`config.mk`:
```
export PLATFORM = sky130hd
export DESIGN_NAME = spi_master_tx_rx
export DESIGN_NICKNAME = d
export VERILOG_FILES = /design/src/rtl/spi_master_tx_rx.sv
export SDC_FILE = /design/constraint.sdc
export NUM_CORES = 1
export LEC_CHECK = 0
export CORE_ASPECT_RATIO = 1.4
export CORE_MARGIN = 2
export CORE_UTILIZATION = 50
export DETAILED_ROUTE_END_ITERATION = 10
export PLACE_DENSITY = 0.69
export REMOVE_ABC_BUFFERS = 1
export SLEW_MARGIN = 20
export SYNTH_ARGS = -nofsm -noshare
export SYNTH_HDL_FRONTEND = slang
export SYNTH_SLANG_ARGS = --single-unit
```
`constraint.sdc`:
```
create_clock -name clk_100mhz -period 3.75 [get_ports clk_100mhz]
set_input_delay 0.75 -clock clk_100mhz [delete_from_list [all_inputs] [get_ports clk_100mhz]]
set_output_delay 0.75 -clock clk_100mhz [all_outputs]
set_load 0.01 [all_outputs]
```
`src/rtl/spi_master_tx_rx.sv`:
```
`timescale 1ns/1ps
// -----------------------------------------------------------------------------
// spi_master_tx_rx
//
// SPI mode-0 (CPOL=0, CPHA=0) master, MSB first. Everything runs in the
// clk_100mhz domain. SCLK is a registered output toggled by a half-period
// counter, so the serial clock never forms a second clock domain.
//
// A frame walks through IDLE -> XFER -> HOLD -> GAP -> IDLE:
//   IDLE : tx_ready high. An accept (tx_valid & tx_ready) latches tx_data.
//   XFER : DATA_W bits. Each bit is a low phase then a high phase, each
//          HALF_PERIOD cycles long. MISO is sampled when sclk is driven high.
//          MOSI advances when sclk is driven low, except after the last bit.
//   HOLD : HALF_PERIOD cycles with cs_n low and sclk low. The last bit stays
//          on mosi.
//   GAP  : HALF_PERIOD cycles with cs_n high. This is the minimum deselect
//          time between frames.
// rx_data is loaded, and rx_valid strobes for one cycle, on the same edge
// that releases cs_n.
//
// Parameters
//   DATA_W      : bits per transfer (2..32)
//   HALF_PERIOD : clk_100mhz cycles per SCLK half-period (>= 2)
//
// Ports
//   clk_100mhz : system clock
//   reset_n    : asynchronous active-low reset
//   tx_data    : word to transmit, captured on accept
//   tx_valid   : request to start a transfer
//   tx_ready   : high only in IDLE
//   rx_data    : last received word, held until the next rx_valid
//   rx_valid   : one-cycle strobe when rx_data updates
//   busy       : high from the cycle after accept through the end of GAP
//   sclk       : serial clock, idles low
//   mosi       : serial data out
//   miso       : serial data in
//   cs_n       : chip select, active low
// -----------------------------------------------------------------------------
module spi_master_tx_rx #(
   parameter int unsigned DATA_W      = 8,
   parameter int unsigned HALF_PERIOD = 10
) (
   input  logic              clk_100mhz,
   input  logic              reset_n,
   input  logic [DATA_W-1:0] tx_data,
   input  logic              tx_valid,
   output logic              tx_ready,
   output logic [DATA_W-1:0] rx_data,
   output logic              rx_valid,
   output logic              busy,
   output logic              sclk,
   output logic              mosi,
   input  logic              miso,
   output logic              cs_n
);

   localparam int unsigned HCNT_W = (HALF_PERIOD > 1) ? $clog2(HALF_PERIOD) : 1;
   localparam int unsigned BCNT_W = $clog2(DATA_W + 1);
   localparam int unsigned TXS_W  = DATA_W - 1;

   localparam logic [HCNT_W-1:0] HALF_LAST = HCNT_W'(HALF_PERIOD - 1);
   localparam logic [BCNT_W-1:0] BIT_LAST  = BCNT_W'(DATA_W - 1);
   localparam logic [BCNT_W-1:0] BIT_DONE  = BCNT_W'(DATA_W);

   typedef enum logic [1:0] {
      IDLE = 2'd0,
      XFER = 2'd1,
      HOLD = 2'd2,
      GAP  = 2'd3
   } state_t;

   state_t              state;
   logic [HCNT_W-1:0]   half_cnt;
   logic [BCNT_W-1:0]   bit_cnt;
   // The MSB goes straight to mosi on accept, so only the remaining bits are held here.
   logic [TXS_W-1:0]    tx_shift;
   logic [DATA_W-1:0]   rx_shift;
   logic                half_done;

   // Terminal count of the current half-period (low phase, high phase, HOLD or GAP).
   assign half_done = (half_cnt == HALF_LAST);

   // Frame sequencer. All outputs are registered here.
   always_ff @(posedge clk_100mhz or negedge reset_n) begin
      if (!reset_n) begin
         state    <= IDLE;
         half_cnt <= '0;
         bit_cnt  <= '0;
         tx_shift <= '0;
         rx_shift <= '0;
         rx_data  <= '0;
         rx_valid <= 1'b0;
         tx_ready <= 1'b1;
         busy     <= 1'b0;
         sclk     <= 1'b0;
         mosi     <= 1'b0;
         cs_n     <= 1'b1;
      end else begin
         rx_valid <= 1'b0;

         case (state)
            IDLE: begin
               half_cnt <= '0;
               bit_cnt  <= '0;
               sclk     <= 1'b0;
               if (tx_valid && tx_ready) begin
                  tx_shift <= tx_data[TXS_W-1:0];
                  rx_shift <= '0;
                  mosi     <= tx_data[DATA_W-1];
                  cs_n     <= 1'b0;
                  busy     <= 1'b1;
                  tx_ready <= 1'b0;
                  state    <= XFER;
               end
            end

            XFER: begin
               if (half_done) begin
                  half_cnt <= '0;
                  if (!sclk) begin
                     // Rising edge: the slave's data has been stable for the whole low phase.
                     sclk     <= 1'b1;
                     rx_shift <= {rx_shift[DATA_W-2:0], miso};
                  end else begin
                     // Falling edge: close the bit. Present the next bit unless this was the last.
                     sclk <= 1'b0;
                     if (bit_cnt == BIT_LAST) begin
                        bit_cnt <= BIT_DONE;
                        state   <= HOLD;
                     end else begin
                        bit_cnt  <= bit_cnt + BCNT_W'(1);
                        mosi     <= tx_shift[TXS_W-1];
                        tx_shift <= tx_shift << 1;
                     end
                  end
               end else begin
                  half_cnt <= half_cnt + HCNT_W'(1);
               end
            end

            HOLD: begin
               if (half_done) begin
                  half_cnt <= '0;
                  cs_n     <= 1'b1;
                  mosi     <= 1'b0;
                  rx_data  <= rx_shift;
                  rx_valid <= 1'b1;
                  state    <= GAP;
               end else begin
                  half_cnt <= half_cnt + HCNT_W'(1);
               end
            end

            GAP: begin
               if (half_done) begin
                  half_cnt <= '0;
                  bit_cnt  <= '0;
                  busy     <= 1'b0;
                  tx_ready <= 1'b1;
                  state    <= IDLE;
               end else begin
                  half_cnt <= half_cnt + HCNT_W'(1);
               end
            end

            default: begin
               // Unreachable encodings fall back to a clean idle.
               state    <= IDLE;
               half_cnt <= '0;
               bit_cnt  <= '0;
               sclk     <= 1'b0;
               mosi     <= 1'b0;
               cs_n     <= 1'b1;
               busy     <= 1'b0;
               tx_ready <= 1'b1;
            end
         endcase
      end
   end

endmodule

```
Word level (Yosys, flattened, before mapping)
Index checks and enable logic that the tools add are counted.
Cells by class
  add/sub/neg operators: 2
  equality and inequality tests: 13
  mux-type cells: 40
  reduce and logical (&&, ||, !) cells: 17
Operators by type and width (number)
  two-way mux 7 bit: 4
  two-way mux 8 bit: 3
  two-way mux 4 bit: 5
  != test 2 bit, second input constant: 8
  case mux 8 bit (2 select lines): 1
  case mux 7 bit (2 select lines): 1
  two-way mux 1 bit: 12
  two-way mux 2 bit: 6
  case mux 4 bit (3 select lines): 1
  AND reduction 6 bit: 2
  adder 4 x 1 -> 4 bit, second input constant: 2
  case mux 1 bit (2 select lines): 4
  case mux 2 bit (4 select lines): 1
  case mux 4 bit (2 select lines): 1
  AND reduction 4 bit: 2
  AND reduction 3 bit: 2
  nonzero test 2 bit: 3
  nonzero test 3 bit: 2
  AND reduction 5 bit: 1
  == test 2 bit, second input constant: 2
  == test 4 x 3 -> 1 bit, second input constant: 1
  == test 4 bit, second input constant: 1
  AND reduction 2 bit: 2
  case mux 1 bit (3 select lines): 1
  other kinds (4): 4
Storage, ports and cells
  flip-flop bits (word level): 39
  output and inout bits: 14
  logic and storage cells: 84

Logic depth before layout (Yosys ltp)
  depth in word-level cells: 5
  depth in mapped cells: 8

Worst setup path before layout
OpenSTA, ideal clock, no wires.
  kind: flip-flop to flip-flop
  start: register state[0]
  end: register state[1]
  library setup time: 0.128 ns
  arrival time: 1.744 ns
  required time: 3.622 ns
  setup slack: 1.879 ns
  stages on the path, launching flop included: 6
  path buffers: 0
  clock period less this slack: 1.871 ns
  cells stage by stage: dfrtp_1 -> inv_1 -> ha_1 -> or3_1 -> a221oi_2 -> mux2_1
Between the ends
  cells in the longest elaborated chain, start to end: 3
  elaborated cells on any way between the ends: 12
  those cells by class: eq/ne: 9; mux: 1; reduce/logical: 2
RTL lines
  start: declaration: RTL line 72  | state_t state;
  start signal: assignment: RTL line 86  | state <= IDLE;
  start signal: assignment: RTL line 113  | state <= XFER;
  start signal: assignment: RTL line 129  | state <= HOLD;
  == test 2 x 1 -> 1 bit, or another cell as far along: RTL line 101  | case (state)
  != test 2 bit (no line)
  AND reduction 6 bit (no line)
Parallel ways exist; a longest one is shown, timed or not.
A chain may end at the register's enable or synchronous reset.

Worst setup path after layout
  start: register state[1]
  end: register tx_shift[0]
Between the ends
  cells in the longest elaborated chain, start to end: 3
  elaborated cells on any way between the ends: 9
  those cells by class: eq/ne: 5; mux: 1; reduce/logical: 3
RTL lines
  == test 2 x 1 -> 1 bit / zero test 2 bit (equally long branches): RTL line 101
  != test 2 bit (no line) / nonzero test 2 bit (equally long branches)
  AND reduction 5 bit (no line)
  end signal: assignment: RTL line 107  | tx_shift <= tx_data[TXS_W-1:0];
  end signal: assignment: RTL line 133  | tx_shift <= tx_shift << 1;
  end: declaration: RTL line 76  | logic [TXS_W-1:0] tx_shift;
Parallel ways exist; a longest one is shown, timed or not.

==> flow_metrics.tcl <==
set metrics [dict create \
    diodes 0 \
    clkLatencyLatePin_ns 0.29 \
    num_vias 1474 \
    io_buffers 25 \
    initial_core_util_pct 51.27 \
    path_class "reg2reg" \
    reg2reg_from "state[1]" \
    min_period_over_period_pct 70.99 \
    final_cell_mix "dfrtp_1, clkdlybuf4s50_1, nand2_1" \
    maxSlewHeadroom_pct 42.00 \
    whs_endpoint "rx_data[3]" \
    outcome "finished clean" \
    dpl_cell_area_mm2 0.002228 \
    whs_ns 0.5004 \
    grt_pass1_vias 1537 \
    power_switching_w 0.0001602 \
    hold_buffers 0 \
    dp_hpwl_um 2867 \
    track_usage_pct 19.40 \
    post_cts_buffers 0 \
    swShare_pct 18.66 \
    clkSinkCount 39 \
    p_total_w 0.0008586 \
    synth.distinct_cells 42 \
    num-fill-cells 330 \
    r2r_slack_ns 1.09 \
    cts_made_buffers 5 \
    cts_tree "done" \
    powerDensity_mw_per_mm2 363.7 \
    area_delta_synth_final_pct 19.58 \
    clock_path_buffers 2 \
    fp.dieW_um 57.11 \
    layout_commonest_cell "dfrtp_1" \
    r2r_cells 6 \
    reg2reg_to "tx_shift[0]" \
    gp_congestion 0.8667 \
    power_frac_seq_pct 49.2 \
    syn-cell-area_mm2 0.001974 \
    required_ns 3.93 \
    design_area_mm2 0.002361 \
    ys.warnings.count 0 \
    setup_viol 0 \
    wl_um 3993 \
    maxCapViolations 0 \
    ys_ff_latch 39 \
    cts.htree.levels 2 \
    post_cts_resized 0 \
    grt_max_degree 40 \
    worst_pin_slew_ns 0.8701 \
    hp-class "reg2reg" \
    finalNetCount 233 \
    drive_above_1_share_pct 11.27 \
    tns_ns 0 \
    syn_avg_cell_area_um2 10.56 \
    skew_ns 0.005540 \
    min_from "rx_data[3]" \
    crit_path_start_kind "flip-flop" \
    fmax_ghz 0.3756 \
    wl_per_cell_um 15.60 \
    ant_nets 0 \
    via_per_inst 5.758 \
    path_max_fanout 22 \
    period_minus_slack_ns 2.662 \
    overflow 0 \
    p_int_w 0.0006984 \
    cts_root_buf "clkbuf_8" \
    share_comb_of_total_power_pct 2.6 \
    end_kind "flip-flop" \
    die_area_mm2 0.004475 \
    final-hold-violation-count 0 \
    core_mm2 0.003851 \
    fp.dieH_um 78.35 \
    std_cell_rows 27 \
    ir_drop_v 0.0002963 \
    dr.pass1.iters 4 \
    antenna_found_initial 0 \
    seq_area_frac_synth_pct 49.56 \
    drv_slew 0 \
    p_leak_nw 1.116 \
    grt_pass1_wl_um 6810 \
    path_clk_slew_ns 0.08 \
    drt_iter0_markers 47 \
    clkPwrFrac_pct 48.2 \
    whs_path_depth 1 \
    drc_errors 0 \
    synth_cells 187 \
    top_level_ports 26 \
    rsz0062_at_grt "no" \
    worstPathArrival_ns 2.85 \
]
==> worst max-delay path by stage <==
| stage | from | endpoint | slack (ns) | cells past startpoint |
|---|---|---|---|---|
| 2_1_floorplan | state[1] | tx_shift[0] | 1.48 | 6 |
| 3_3_place_gp | state[1] | tx_shift[0] | 1.23 | 6 |
| 3_5_place_dp | state[1] | tx_shift[0] | 1.11 | 6 |
| 4_1_cts | state[1] | tx_shift[0] | 1.10 | 6 |
| 5_1_grt | state[1] | tx_shift[2] | 0.87 | 6 |
| 6_report | state[1] | tx_shift[0] | 1.09 | 6 |
==> cells by family after synthesis <==
logic type / count (synthesis) / synth area share [%]
muxes: 17 / 9.252
DFF: 39 / 49.56
xor gates and xnor gates: 2 / 0.8874
adders and majority gates: 9 / 5.704
AOI/OAI and AO/OA: 61 / 19.71
buffers and inverters: 15 / 3.992
and+or+nand+nor: 44 / 10.90
==> power groups by stage <==
stage               Combinational (W)  Clock (W)  Sequential (W)
floorplan                  0.00000268          0        0.000430
global placement            0.0000224          0        0.000431
detailed placement          0.0000229          0        0.000431
CTS                         0.0000231   0.000419        0.000422
global route                0.0000252   0.000438        0.000423
finish                      0.0000222   0.000414        0.000422
==> synthesized netlist by cell type, drive strengths merged <==
library cell / number / share of area, %
a2111oi: 1 / 0.51
a211o: 1 / 0.44
a211oi: 1 / 0.63
a21boi: 2 / 0.76
a21o: 1 / 0.38
a21oi: 12 / 3.0
a221oi: 1 / 0.76
a22o: 2 / 0.89
a22oi: 1 / 0.38
a31oi: 9 / 2.9
a32o: 1 / 0.51
a41oi: 1 / 0.44
and3b: 1 / 0.44
buf: 7 / 2.5
clkbuf: 1 / 0.19
dfrtp: 37 / 47
dfstp: 2 / 2.7
ha: 9 / 5.7
inv: 7 / 1.3
mux2: 10 / 5.7
mux2i: 7 / 3.5
nand2: 21 / 4.1
nand2b: 1 / 0.32
nand3: 3 / 0.76
nand4: 2 / 0.63
nand4bb: 1 / 0.57
nor2: 9 / 1.7
nor2b: 2 / 0.63
nor4bb: 1 / 0.51
o21a: 1 / 0.76
o21ai: 25 / 6.3
o31ai: 2 / 1.0
or2: 1 / 0.32
or3: 2 / 0.89
xnor2: 2 / 0.89
==> registers in the layout, indices dropped and copies added (netlist names) <==
name	flops
tx_ready	1
rx_data	8
rx_valid	1
cs_n	1
sclk	1
half_cnt	4
rx_shift	8
tx_shift	7
bit_cnt	4
mosi	1
state	2
busy	1
==> layout make-up <==
type                    instances  area (um2)  area share (%)
clock inverters                 2       60.06           2.544
multi-input cells             133       917.1           38.84
well taps                      43       53.80           2.279
repair buffers                 26       252.7           10.70
inverters                       7       26.28           1.113
clock buffers                   6       72.57           3.074
flip-flops and latches         39       978.4           41.44
==> critical path, cell delays in order (launching register included) <==
cell,delay (ns)
dfrtp_1,0.45
inv_1,0.14
ha_1,0.74
inv_1,0.20
a211oi_2,0.69
nand2_1,0.10
a32o_1,0.23
==> through the flow <==
| step | instances | setup WS [ns] | utilization (%) |
|---|---|---|---|
| floorplan | 179 | 1.480 | - |
| global placement | 248 | 1.230 | 57.86 |
| detailed placement | 248 | 1.106 | 57.86 |
| CTS | 256 | 1.102 | 61.31 |
| global route | 256 | 0.8704 | 61.31 |
| finish | 256 | 1.088 | 61.31 |
==> layer usage <==
| layer | wire, um | vias to the layer above | global-route usage (%) |
|---|---|---|---|
| li1 | - | 721 | - |
| met1 | 1708 | 702 | 23.47 |
| met2 | 2026 | 39 | 32.30 |
| met3 | 156 | 12 | 5.601 |
| met4 | 101 | 0 | 7.442 |
| met5 | 0 | - | 0 |
(Power assumes the default switching activity.)
